`src/rtl/mem_arbiter_pkg.sv`:
```
// Shared types for the L1-to-RAM memory arbiter: RAM handshake state, the
// 32-bit data word, the arbiter FSM state, and a small index-width helper.
package mem_arbiter_pkg;

  typedef logic [31:0] word_t;

  // Status reported by the RAM model/bus on every cycle.
  typedef enum logic [1:0] {
    FREE   = 2'd0,
    BUSY   = 2'd1,
    ACCESS = 2'd2,
    ERROR  = 2'd3
  } ramstate_t;

  // Arbiter FSM states; the top maps these onto legacy 2-bit constants.
  typedef enum logic [1:0] {
    ARB_IDLE    = 2'd0,
    ARB_SERVE_D = 2'd1,
    ARB_SERVE_I = 2'd2
  } arb_state_t;

  // Bits needed to index n cores (never less than 1).
  function automatic int idx_width(input int n);
    return (n > 1) ? $clog2(n) : 1;
  endfunction

endpackage

```
`src/rtl/mem_arbiter_if.sv`:
```
// Memory-side bus between the per-core L1 caches, the arbiter and the RAM.
// slave  : arbiter view (takes cache requests and RAM status, drives waits,
//          loads and RAM strobes).
// master : cache/RAM side view (the environment around the arbiter).
interface mem_arbiter_if
  import mem_arbiter_pkg::*;
#(
  parameter int NCORES = 2
);

  // cache side, one lane per core
  logic [NCORES-1:0]  iREN;
  word_t [NCORES-1:0] iaddr;
  logic [NCORES-1:0]  iwait;
  word_t [NCORES-1:0] iload;
  logic [NCORES-1:0]  dREN;
  logic [NCORES-1:0]  dWEN;
  word_t [NCORES-1:0] daddr;
  word_t [NCORES-1:0] dstore;
  logic [NCORES-1:0]  dwait;
  word_t [NCORES-1:0] dload;

  // RAM side
  logic      ramREN;
  logic      ramWEN;
  word_t     ramaddr;
  word_t     ramstore;
  word_t     ramload;
  ramstate_t ramstate;

  // watchdog abort pulse
  logic timeout;

  modport slave (
    input  iREN, iaddr, dREN, dWEN, daddr, dstore, ramload, ramstate,
    output iwait, iload, dwait, dload, ramREN, ramWEN, ramaddr, ramstore,
           timeout
  );

  modport master (
    output iREN, iaddr, dREN, dWEN, daddr, dstore, ramload, ramstate,
    input  iwait, iload, dwait, dload, ramREN, ramWEN, ramaddr, ramstore,
           timeout
  );

endinterface

```
`src/rtl/mem_arbiter_rr_pick.sv`:
```
// Round-robin picker: returns the first requesting lane at or after ptr,
// scanning upward and wrapping. Purely combinational; the arbiter uses one
// instance per request class (data and instruction) sharing one pointer.
module mem_arbiter_rr_pick
  import mem_arbiter_pkg::*;
#(
  parameter int NCORES = 2,
  parameter int IDXW   = 1
) (
  input  logic [NCORES-1:0] req,
  input  logic [IDXW-1:0]   ptr,
  output logic              valid,
  output logic [IDXW-1:0]   winner
);

  // Scan from the farthest lane back toward ptr so the closest requester is
  // the last one written and therefore wins.
  always_comb begin
    int lane;
    valid  = 1'b0;
    winner = ptr;
    lane   = 0;
    for (int k = NCORES - 1; k >= 0; k--) begin
      lane = int'(ptr) + k;
      if (lane >= NCORES) begin
        lane = lane - NCORES;
      end
      if (req[lane]) begin
        valid  = 1'b1;
        winner = IDXW'(lane);
      end
    end
  end

endmodule

```
`src/rtl/mem_arbiter.sv`:
```
// Shared-memory arbiter between the per-core icache/dcache memory ports and
// the single-ported RAM. Data requests beat instruction requests; cores are
// served round-robin from one pointer shared by both classes. One transfer
// is in flight at a time and every completion is followed by one idle cycle.
//
// Optional build macro: ARB_TIMEOUT_EN enables the serve watchdog (abort after
// TIMEOUT_CYCLES serve cycles without ACCESS, or after two consecutive ERROR
// cycles). Without it the arbiter waits on the RAM indefinitely and timeout
// is tied low.
//
// state   | meaning
// --------+--------------------------------------------------------------
// IDLE    | no RAM strobes; pick a winner and register the grant
// SERVE_D | drive the granted data read/write until ACCESS or abort
// SERVE_I | drive the granted instruction read until ACCESS or abort
module mem_arbiter
  import mem_arbiter_pkg::*;
#(
  parameter int NCORES         = 2,
  parameter int TIMEOUT_CYCLES = 64
) (
  input logic         CLK,
  input logic         nRST,
  mem_arbiter_if.slave bus
);

  localparam int IDXW = idx_width(NCORES);

  localparam logic [1:0] IDLE    = ARB_IDLE;
  localparam logic [1:0] SERVE_D = ARB_SERVE_D;
  localparam logic [1:0] SERVE_I = ARB_SERVE_I;

  logic [1:0]        state;
  logic [IDXW-1:0]   grant_core;
  logic              grant_wen;
  logic [IDXW-1:0]   rr_ptr;

  logic [NCORES-1:0] d_req;
  logic              d_valid;
  logic              i_valid;
  logic [IDXW-1:0]   d_win;
  logic [IDXW-1:0]   i_win;

  // live : granted requester still holds the granted request
  // drive: RAM strobes are asserted this cycle
  // done : this cycle completes the granted transfer
  logic              live;
  logic              drive;
  logic              done;
  logic              tmo;

  assign d_req = bus.dREN | bus.dWEN;

  mem_arbiter_rr_pick #(
    .NCORES (NCORES),
    .IDXW   (IDXW)
  ) u_pick_d (
    .req    (d_req),
    .ptr    (rr_ptr),
    .valid  (d_valid),
    .winner (d_win)
  );

  mem_arbiter_rr_pick #(
    .NCORES (NCORES),
    .IDXW   (IDXW)
  ) u_pick_i (
    .req    (bus.iREN),
    .ptr    (rr_ptr),
    .valid  (i_valid),
    .winner (i_win)
  );

  // Track whether the granted requester is still asking; a dropped request
  // (e.g. a dcache flush abort) releases the RAM in the same cycle.
  always_comb begin
    live = 1'b0;
    if (state == SERVE_D) begin
      live = grant_wen ? bus.dWEN[grant_core] : bus.dREN[grant_core];
    end else if (state == SERVE_I) begin
      live = bus.iREN[grant_core];
    end
  end

`ifdef ARB_TIMEOUT_EN
  localparam int CNTW = $clog2(TIMEOUT_CYCLES + 1);

  logic [CNTW-1:0] serve_cnt;
  logic            err_prev;

  // Fire on the last allowed serve cycle or on the second ERROR in a row;
  // an ACCESS in that same cycle still completes normally.
  assign tmo = live && (bus.ramstate != ACCESS) &&
               ((serve_cnt == CNTW'(TIMEOUT_CYCLES - 1)) ||
                ((bus.ramstate == ERROR) && err_prev));

  // Count serve cycles of the current grant; cleared while idle, i.e. on
  // every new grant.
  always_ff @(posedge CLK or negedge nRST) begin
    if (!nRST) begin
      serve_cnt <= '0;
      err_prev  <= 1'b0;
    end else if (state == IDLE) begin
      serve_cnt <= '0;
      err_prev  <= 1'b0;
    end else begin
      serve_cnt <= serve_cnt + 1'b1;
      err_prev  <= (bus.ramstate == ERROR);
    end
  end
`else
  assign tmo = 1'b0;
`endif

  assign drive       = live && !tmo;
  assign done        = drive && (bus.ramstate == ACCESS);
  assign bus.timeout = tmo;

  // Arbitration, grant register, round-robin pointer and serve/idle sequencing.
  always_ff @(posedge CLK or negedge nRST) begin
    if (!nRST) begin
      state      <= IDLE;
      grant_core <= '0;
      grant_wen  <= 1'b0;
      rr_ptr     <= '0;
    end else begin
      case (state)
        IDLE: begin
          if (d_valid) begin
            state      <= SERVE_D;
            grant_core <= d_win;
            grant_wen  <= bus.dWEN[d_win];
          end else if (i_valid) begin
            state      <= SERVE_I;
            grant_core <= i_win;
            grant_wen  <= 1'b0;
          end
        end
        SERVE_D, SERVE_I: begin
          if (done) begin
            state  <= IDLE;
            rr_ptr <= (grant_core == IDXW'(NCORES - 1)) ? '0
                                                        : grant_core + 1'b1;
          end else if (!drive) begin
            // abort or watchdog: release without moving the pointer
            state <= IDLE;
          end
        end
        default: state <= IDLE;
      endcase
    end
  end

  // RAM port: strobes, address and write data from the registered grant.
  always_comb begin
    bus.ramREN   = 1'b0;
    bus.ramWEN   = 1'b0;
    bus.ramaddr  = '0;
    bus.ramstore = '0;
    if (drive) begin
      if (state == SERVE_D) begin
        bus.ramaddr = bus.daddr[grant_core];
        if (grant_wen) begin
          bus.ramWEN   = 1'b1;
          bus.ramstore = bus.dstore[grant_core];
        end else begin
          bus.ramREN = 1'b1;
        end
      end else begin
        bus.ramREN  = 1'b1;
        bus.ramaddr = bus.iaddr[grant_core];
      end
    end
  end

  // Completion: release exactly the granted wait for one cycle and return
  // read data on that requester's load bus.
  always_comb begin
    bus.iwait = '1;
    bus.dwait = '1;
    bus.iload = '0;
    bus.dload = '0;
    if (done) begin
      if (state == SERVE_D) begin
        bus.dwait[grant_core] = 1'b0;
        if (!grant_wen) begin
          bus.dload[grant_core] = bus.ramload;
        end
      end else begin
        bus.iwait[grant_core] = 1'b0;
        bus.iload[grant_core] = bus.ramload;
      end
    end
  end

endmodule

```
`src/flat_wrapper.sv`:
```
// flat-port wrapper written by rule: the top's interface ports become plain ports
module mem_arbiter_flat import mem_arbiter_pkg::*;
#(
  parameter int NCORES         = 2,
  parameter int TIMEOUT_CYCLES = 64
)
  (CLK, nRST, bus_iREN, bus_iaddr, bus_dREN, bus_dWEN, bus_daddr, bus_dstore, bus_ramload, bus_ramstate, bus_iwait, bus_iload, bus_dwait, bus_dload, bus_ramREN, bus_ramWEN, bus_ramaddr, bus_ramstore, bus_timeout);
  mem_arbiter_if #(.NCORES(NCORES)) bus_i ();
  input logic CLK;
  input logic nRST;
  input wire logic [$bits(bus_i.iREN)-1:0] bus_iREN;
  input wire logic [$bits(bus_i.iaddr)-1:0] bus_iaddr;
  input wire logic [$bits(bus_i.dREN)-1:0] bus_dREN;
  input wire logic [$bits(bus_i.dWEN)-1:0] bus_dWEN;
  input wire logic [$bits(bus_i.daddr)-1:0] bus_daddr;
  input wire logic [$bits(bus_i.dstore)-1:0] bus_dstore;
  input wire logic [$bits(bus_i.ramload)-1:0] bus_ramload;
  input wire logic [$bits(bus_i.ramstate)-1:0] bus_ramstate;
  output wire logic [$bits(bus_i.iwait)-1:0] bus_iwait;
  output wire logic [$bits(bus_i.iload)-1:0] bus_iload;
  output wire logic [$bits(bus_i.dwait)-1:0] bus_dwait;
  output wire logic [$bits(bus_i.dload)-1:0] bus_dload;
  output wire logic [$bits(bus_i.ramREN)-1:0] bus_ramREN;
  output wire logic [$bits(bus_i.ramWEN)-1:0] bus_ramWEN;
  output wire logic [$bits(bus_i.ramaddr)-1:0] bus_ramaddr;
  output wire logic [$bits(bus_i.ramstore)-1:0] bus_ramstore;
  output wire logic [$bits(bus_i.timeout)-1:0] bus_timeout;
  assign bus_i.iREN = bus_iREN;
  assign bus_i.iaddr = bus_iaddr;
  assign bus_i.dREN = bus_dREN;
  assign bus_i.dWEN = bus_dWEN;
  assign bus_i.daddr = bus_daddr;
  assign bus_i.dstore = bus_dstore;
  assign bus_i.ramload = bus_ramload;
  assign bus_i.ramstate = bus_ramstate;
  assign bus_iwait = bus_i.iwait;
  assign bus_iload = bus_i.iload;
  assign bus_dwait = bus_i.dwait;
  assign bus_dload = bus_i.dload;
  assign bus_ramREN = bus_i.ramREN;
  assign bus_ramWEN = bus_i.ramWEN;
  assign bus_ramaddr = bus_i.ramaddr;
  assign bus_ramstore = bus_i.ramstore;
  assign bus_timeout = bus_i.timeout;
  mem_arbiter #(.NCORES(NCORES), .TIMEOUT_CYCLES(TIMEOUT_CYCLES)) u_core (.CLK(CLK), .nRST(nRST), .bus(bus_i));
endmodule
```
`config.mk`:
```
export PLATFORM = sky130hd
export DESIGN_NAME = mem_arbiter_flat
export DESIGN_NICKNAME = d
export VERILOG_FILES = /design/src/rtl/mem_arbiter_pkg.sv /design/src/rtl/mem_arbiter_if.sv /design/src/rtl/mem_arbiter_rr_pick.sv /design/src/rtl/mem_arbiter.sv /design/src/flat_wrapper.sv
export SDC_FILE = /design/constraint.sdc
export NUM_CORES = 1
export LEC_CHECK = 0
export CAP_MARGIN = 30
export CORE_AREA = 5 5 166 168
export DETAILED_ROUTE_END_ITERATION = 7
export DIE_AREA = 0 0 171 173
export GPL_TIMING_DRIVEN = 0
export PLACE_DENSITY = 0.57
export SETUP_SLACK_MARGIN = 0.2
export SLEW_MARGIN = 40
export SYNTH_ARGS = -nofsm -noshare
export SYNTH_HDL_FRONTEND = slang
export SYNTH_SLANG_ARGS = --single-unit
```
`constraint.sdc`:
```
create_clock -name CLK -period 1.9 [get_ports CLK]
set_input_delay 0.38 -clock CLK [delete_from_list [all_inputs] [get_ports CLK]]
set_output_delay 0.38 -clock CLK [all_outputs]
set_load 0.1 [all_outputs]
```
[Word level (Yosys, flattened, before mapping)]
Index checks and enable logic that the tools add are counted.
Widths: inputs -> output; s select.
Word-level totals
  flip-flop bits (word level): 5
  input port bits: 234
  output and inout port bits: 199
  logic and storage cells: 104
Operators by class
  $add $sub $neg: 4
  order comparisons: 7
  equality and inequality tests: 5
  multiplexer cells: 73
  bitwise operators: 3
  reduce and logical (&&, ||, !) cells: 8
Operator list (count)
  $mux 32: 14
  $mux 64: 5
  $and 64x64->64: 1
  $lt 32x3->1 const B: 2
  $mux 1: 43
  $demux 32 s1: 1
  $ge 32x3->1 const B: 1
  $sub 32x3->32 const B: 1
  $mux 2: 8
  $reduce_and 2->1: 3
  $eq 2x2->1 const B: 2
  $lt 1x2->1 const B: 2
  $pmux 2 s2: 1
  $ne 3x1->1 const B: 1
  $ne 3x3->1 const B: 1
  $sub 1x2->3 const B: 1
  $add 1x1->2 const B: 1
  $eq 2x1->1 const B: 1
  $ge 1x2->1 const B: 1
  $logic_and 1x1->1: 2
  $logic_not 2->1: 1
  $not 2->2: 1
  $or 2x2->2: 1
  $reduce_bool 2->1: 1
  4 further kinds: 4

[Depth between registers and ports, before layout]
  depth after elaboration: 11
  mapped depth: 9

[Hierarchy]
A second synthesis with hierarchy kept.
Second synthesis, totals
  cells, all modules: 349
  area, all modules: 2802.7 µm²
By module, submodules not included
  mem_arbiter: instances 1, cells an instance 343, area each 2760.1 µm², seq. area each 125.1 µm²
  mem_arbiter_rr_pick: instances 2, cells an instance 3, area each 21.3 µm², seq. area each 0.0 µm²

[Worst setup path after synthesis]
OpenSTA, ideal clock, no wires.
  path kind: register to output
  start: register u_core.state[1]
  end: output bus_dload[10]
  arrival: 3355 ps
  setup slack: -1835 ps
  stages on the path, launching flop included: 8
  cell sequence: dfrtp_1 > inv_1 > ha_1 > clkbuf_1 > nand4b_1 > nor2_1 > clkbuf_1 > and2_1
Between the ends
  word-level cells in the longest chain between the ends: 5
  elaborated cells between the ends (all ways): 7
  classes of those cells: eq/ne: 2; mux: 4; reduce/logical: 1
RTL lines
  from (decl): RTL line mem_arbiter.sv:33  | logic [1:0] state;
  from (signal assigned): RTL line mem_arbiter.sv:122  | state <= IDLE;
  from (signal assigned): RTL line mem_arbiter.sv:130  | state <= SERVE_D;
  from (signal assigned): RTL line mem_arbiter.sv:134  | state <= SERVE_I;
  $eq 2x2->1: RTL line mem_arbiter.sv:80  | end else if (state == SERVE_I) begin
  $mux 1: RTL line mem_arbiter.sv:80
  $mux 1: RTL line mem_arbiter.sv:78  | if (state == SERVE_D) begin
  $logic_and 1x1->1: RTL line mem_arbiter.sv:116  | assign done = drive && (bus.ramstate == ACCESS);
  $mux 64 *: RTL line mem_arbiter.sv:183  | if (done) begin
  to (decl): RTL line flat_wrapper.sv:22  | output wire logic [$bits(bus_i.dload)-1:0] bus_dload;
Mark *: on every way between the ends. The rest lies on a longest branch, timed or not.

[Worst setup path in the final report]
  start: register u_core.state[0]
  end: output bus_ramaddr[16]
Between the ends
  word-level cells in the longest chain between the ends: 4
  elaborated cells between the ends (all ways): 6
  classes of those cells: eq/ne: 2; mux: 4
RTL lines
  $eq 2x2->1: RTL line mem_arbiter.sv:80
  $mux 1: RTL line mem_arbiter.sv:80
  $mux 1: RTL line mem_arbiter.sv:78
  $mux 32 *: RTL line mem_arbiter.sv:160  | if (drive) begin
  to (decl): RTL line flat_wrapper.sv:25  | output wire logic [$bits(bus_i.ramaddr)-1:0] bus_ramaddr;
Marked as above.

==> results.cfg <==
[cells_and_area]
drive_gt1_frac = 0.631
nets = 1067
area_delta_synth_final_pct = 296
fin_util = 0.431
final.fill_count = 2391

[placement]
place_ws_ns = -1.40
place_congestion = 0.820
dp.final_hpwl_um = 17200
port_buffers = 431

[yosys]
synth_cells = 350
synth_seq_cells = 5
async_reset_ff_frac = 1.00
synthMuxAreaShare = 0.388
synth_enable_flop_cells = 0
syn_area_per_cell_um2 = 8.01
yosysMostFrequentCell = and2_1
yosys_warnings = 0
synth-xor-area-share = 0
yosys.cell_types.count = 32
synthAdderAreaFrac = 0.0134
netlist_area_mm2 = 0.00281
synth_commonest_cells = and2_1, nor2_1, nor2b_1, mux2i_1, mux4_2
synth_compound_area_frac = 0.0366
ys_seq_area_frac = 0.0446
synthesis.nets = 587
synth_ff_type = dfrtp_1
synth_top_family_by_area = simple AND/OR/NAND/NOR gates
yosysTopAreaCell = and2_1
netlist_top_cells_area = and2_1, mux4_2, mux2i_1, nor2b_1, nor2_1
synthSimpleGateAreaFrac = 0.450
synth_top_area_frac = 0.290

[critical_path]
worstSetupStartpointType = flip-flop
cp-end-kind = output pin
crit_type = flip-flop to output pin
timing.rr.start = u_core.state[0]
cpMaxStageDelayCell = dfrtp_1
rr_worst_depth = 10
critical_path.top_delay_family = buffers and inverters
reg2reg_to = u_core.rr_ptr
critPathRequiredTime_ns = 1.52
critPathArrivalTime_ns = 2.20
crit_fanout = 5
critical_path.cell_chain = ha_4, clkbuf_16, and2_4, a222oi_1, buf_4, buf_12, buf_12, buf_16, nor2b_4, buf_12
cpMostUsedCell = buf_12
crit_buf_inv = 6
slowest_delay_ns = 0.39
rrSetupSlack_ns = -0.12

[timing]
period_needed_ns = 2.58
fin_skew_ns = 0.00290
setup_violations = 199
rsz0062_at_grt = true
finalCritPeriodShare = 1.36
max_freq_mhz = 388
maxSlewViolCount = 0
setup_ws_ns = -0.679
final_hold_viol_count = 0
tns_ns = -103.55

[die]
dieWidth_um = 171
core_area_mm2 = 0.0258
io_pins = 433
die_y_um = 173
start_util = 0.109
die_area_mm2 = 0.0296
rows = 59

[grt]
grt_overflow_total = 0
grt_pass1_wl_um = 32100
grt_pass1_vias = 5110
grt_antenna_before_repair = 1
grt_max_degree = 11
gr-usage-all-layers = 0.140

[cts]
cts_made_buffers = 3
cts_tree = done
root_buffer = clkbuf_16
hold_buffers = 0
cts_buffer_depth = 2
clkLatencyLatePin_ns = 0.23
clock-sinks = 5
clk_pin_slew_ns = 0.04
cts-htree-levels = 1

[power]
total_power_uw = 12100
p_leak_uw = 0.00447
p_per_area_mw_per_mm2 = 1090
ir_drop_uv = 693

[routing]
viasPerCell = 3.92
firstDrtPassIters = 4
drt_iter0_markers = 86
wire_per_inst_um = 19.1
antenna_left = 0
routed-via-count = 4570
drt-total-wl_um = 22300
route.detailed.drc = 0

[outcome]
status = finished with violations
violations = negative setup slack

[min_path]
hp-class = input port to asynchronous set/reset pin

[flow_run]
cap_violations = 0
## placed cells by master (no fill, tap or decap), types with 3 or more instances in the layout
cell type and count:
mux4_2 32, buf_6 37, mux2i_1 32, and2_4 129, nand2b_1 3, dlygate4sd2_1 7
nor2b_4 34, clkbuf_4 3, clkdlybuf4s50_1 226, buf_16 3, buf_12 169, buf_4 26
nor2_4 35, buf_8 17, nand2_1 7, dfrtp_1 4, clkbuf_16 17, buf_2 5
## area by class of cell
type | count | area [µm²] | area share
diodes | 1 | 2.50 | 0.000225
plain buffers | 33 | 489 | 0.0441
clock buffers | 4 | 78.8 | 0.00710
inverters | 5 | 26.3 | 0.00237
multi-input cells | 307 | 3380 | 0.305
flip-flops and latches | 5 | 126 | 0.0114
well taps | 335 | 419 | 0.0378
repair buffers | 475 | 6580 | 0.593
## power by group
group	total, µW	switching [µW]	internal [µW]
combinational	11500	6630	4910
clock	355	76.3	279
sequential	227	67.7	159
## sequential cells by signal, summed over array words and instances, names as in the netlist
register	count
u_core.grant_core	1
u_core.grant_wen	1
u_core.rr_ptr	1
u_core.state	2
## worst max-delay path by stage
| stage | startpoint | to | slack [ns] | cells past startpoint |
|---|---|---|---|---|
| after detailed placement | bus_iREN[1] | bus_iload[17] | -1.40 | 7 |
| after CTS | u_core.state[0] | bus_ramaddr[14] | -0.67 | 10 |
| final | u_core.state[0] | bus_ramaddr[16] | -0.68 | 10 |
| after floorplan | u_core.state[1] | bus_dload[10] | -1.21 | 7 |
| after global routing | u_core.state[0] | bus_ramaddr[16] | -0.81 | 10 |
| after global placement | bus_iREN[1] | bus_iload[20] | -2.11 | 7 |
## stage by stage
stage          hold WS [ns]  area, µm²  std cells
2_1_floorplan        0.0844       3820        350
3_3_place_gp          0.568       8560       1116
3_5_place_dp          0.575       7570       1116
4_1_cts               0.397      10900       1154
5_1_grt               0.408      11100       1165
6_report              0.385      11100       1165
## cells by family (layout without fill, tap and decap cells)
kind of cell / after synthesis / count (layout)
simple gates: 220 / 220
fa+ha+maj: 3 / 3
compound gates: 15 / 15
buf+inv: 38 / 517
mux: 68 / 68
other cells: 1 / 2
flops: 5 / 5
## what timing repair did
action                                  CTS  global route
endpoints found under the setup margin  202           201
gates resized for setup                 757            25
pin swaps                                 8             4
gates cloned                              8             5
endpoints found under the hold margin     0             0
buffers inserted                         26             5
## routing by layer
layer  track usage  share of wire
met5             0              0
met4        0.0234          0.014
met3        0.0285          0.071
met2         0.271           0.56
met1         0.156           0.36
## worst register-to-register path, stage by stage (launching register included)
cell and delay (ns):
dfrtp_1 0.39, ha_4 0.17, clkbuf_16 0.14, and2_4 0.15, a222oi_1 0.32, buf_4 0.22
buf_4 0.15, buf_16 0.13, buf_4 0.12, o21ai_1 0.05, o31ai_1 0.07
No activity file was read; power rests on OpenSTA's default activity.
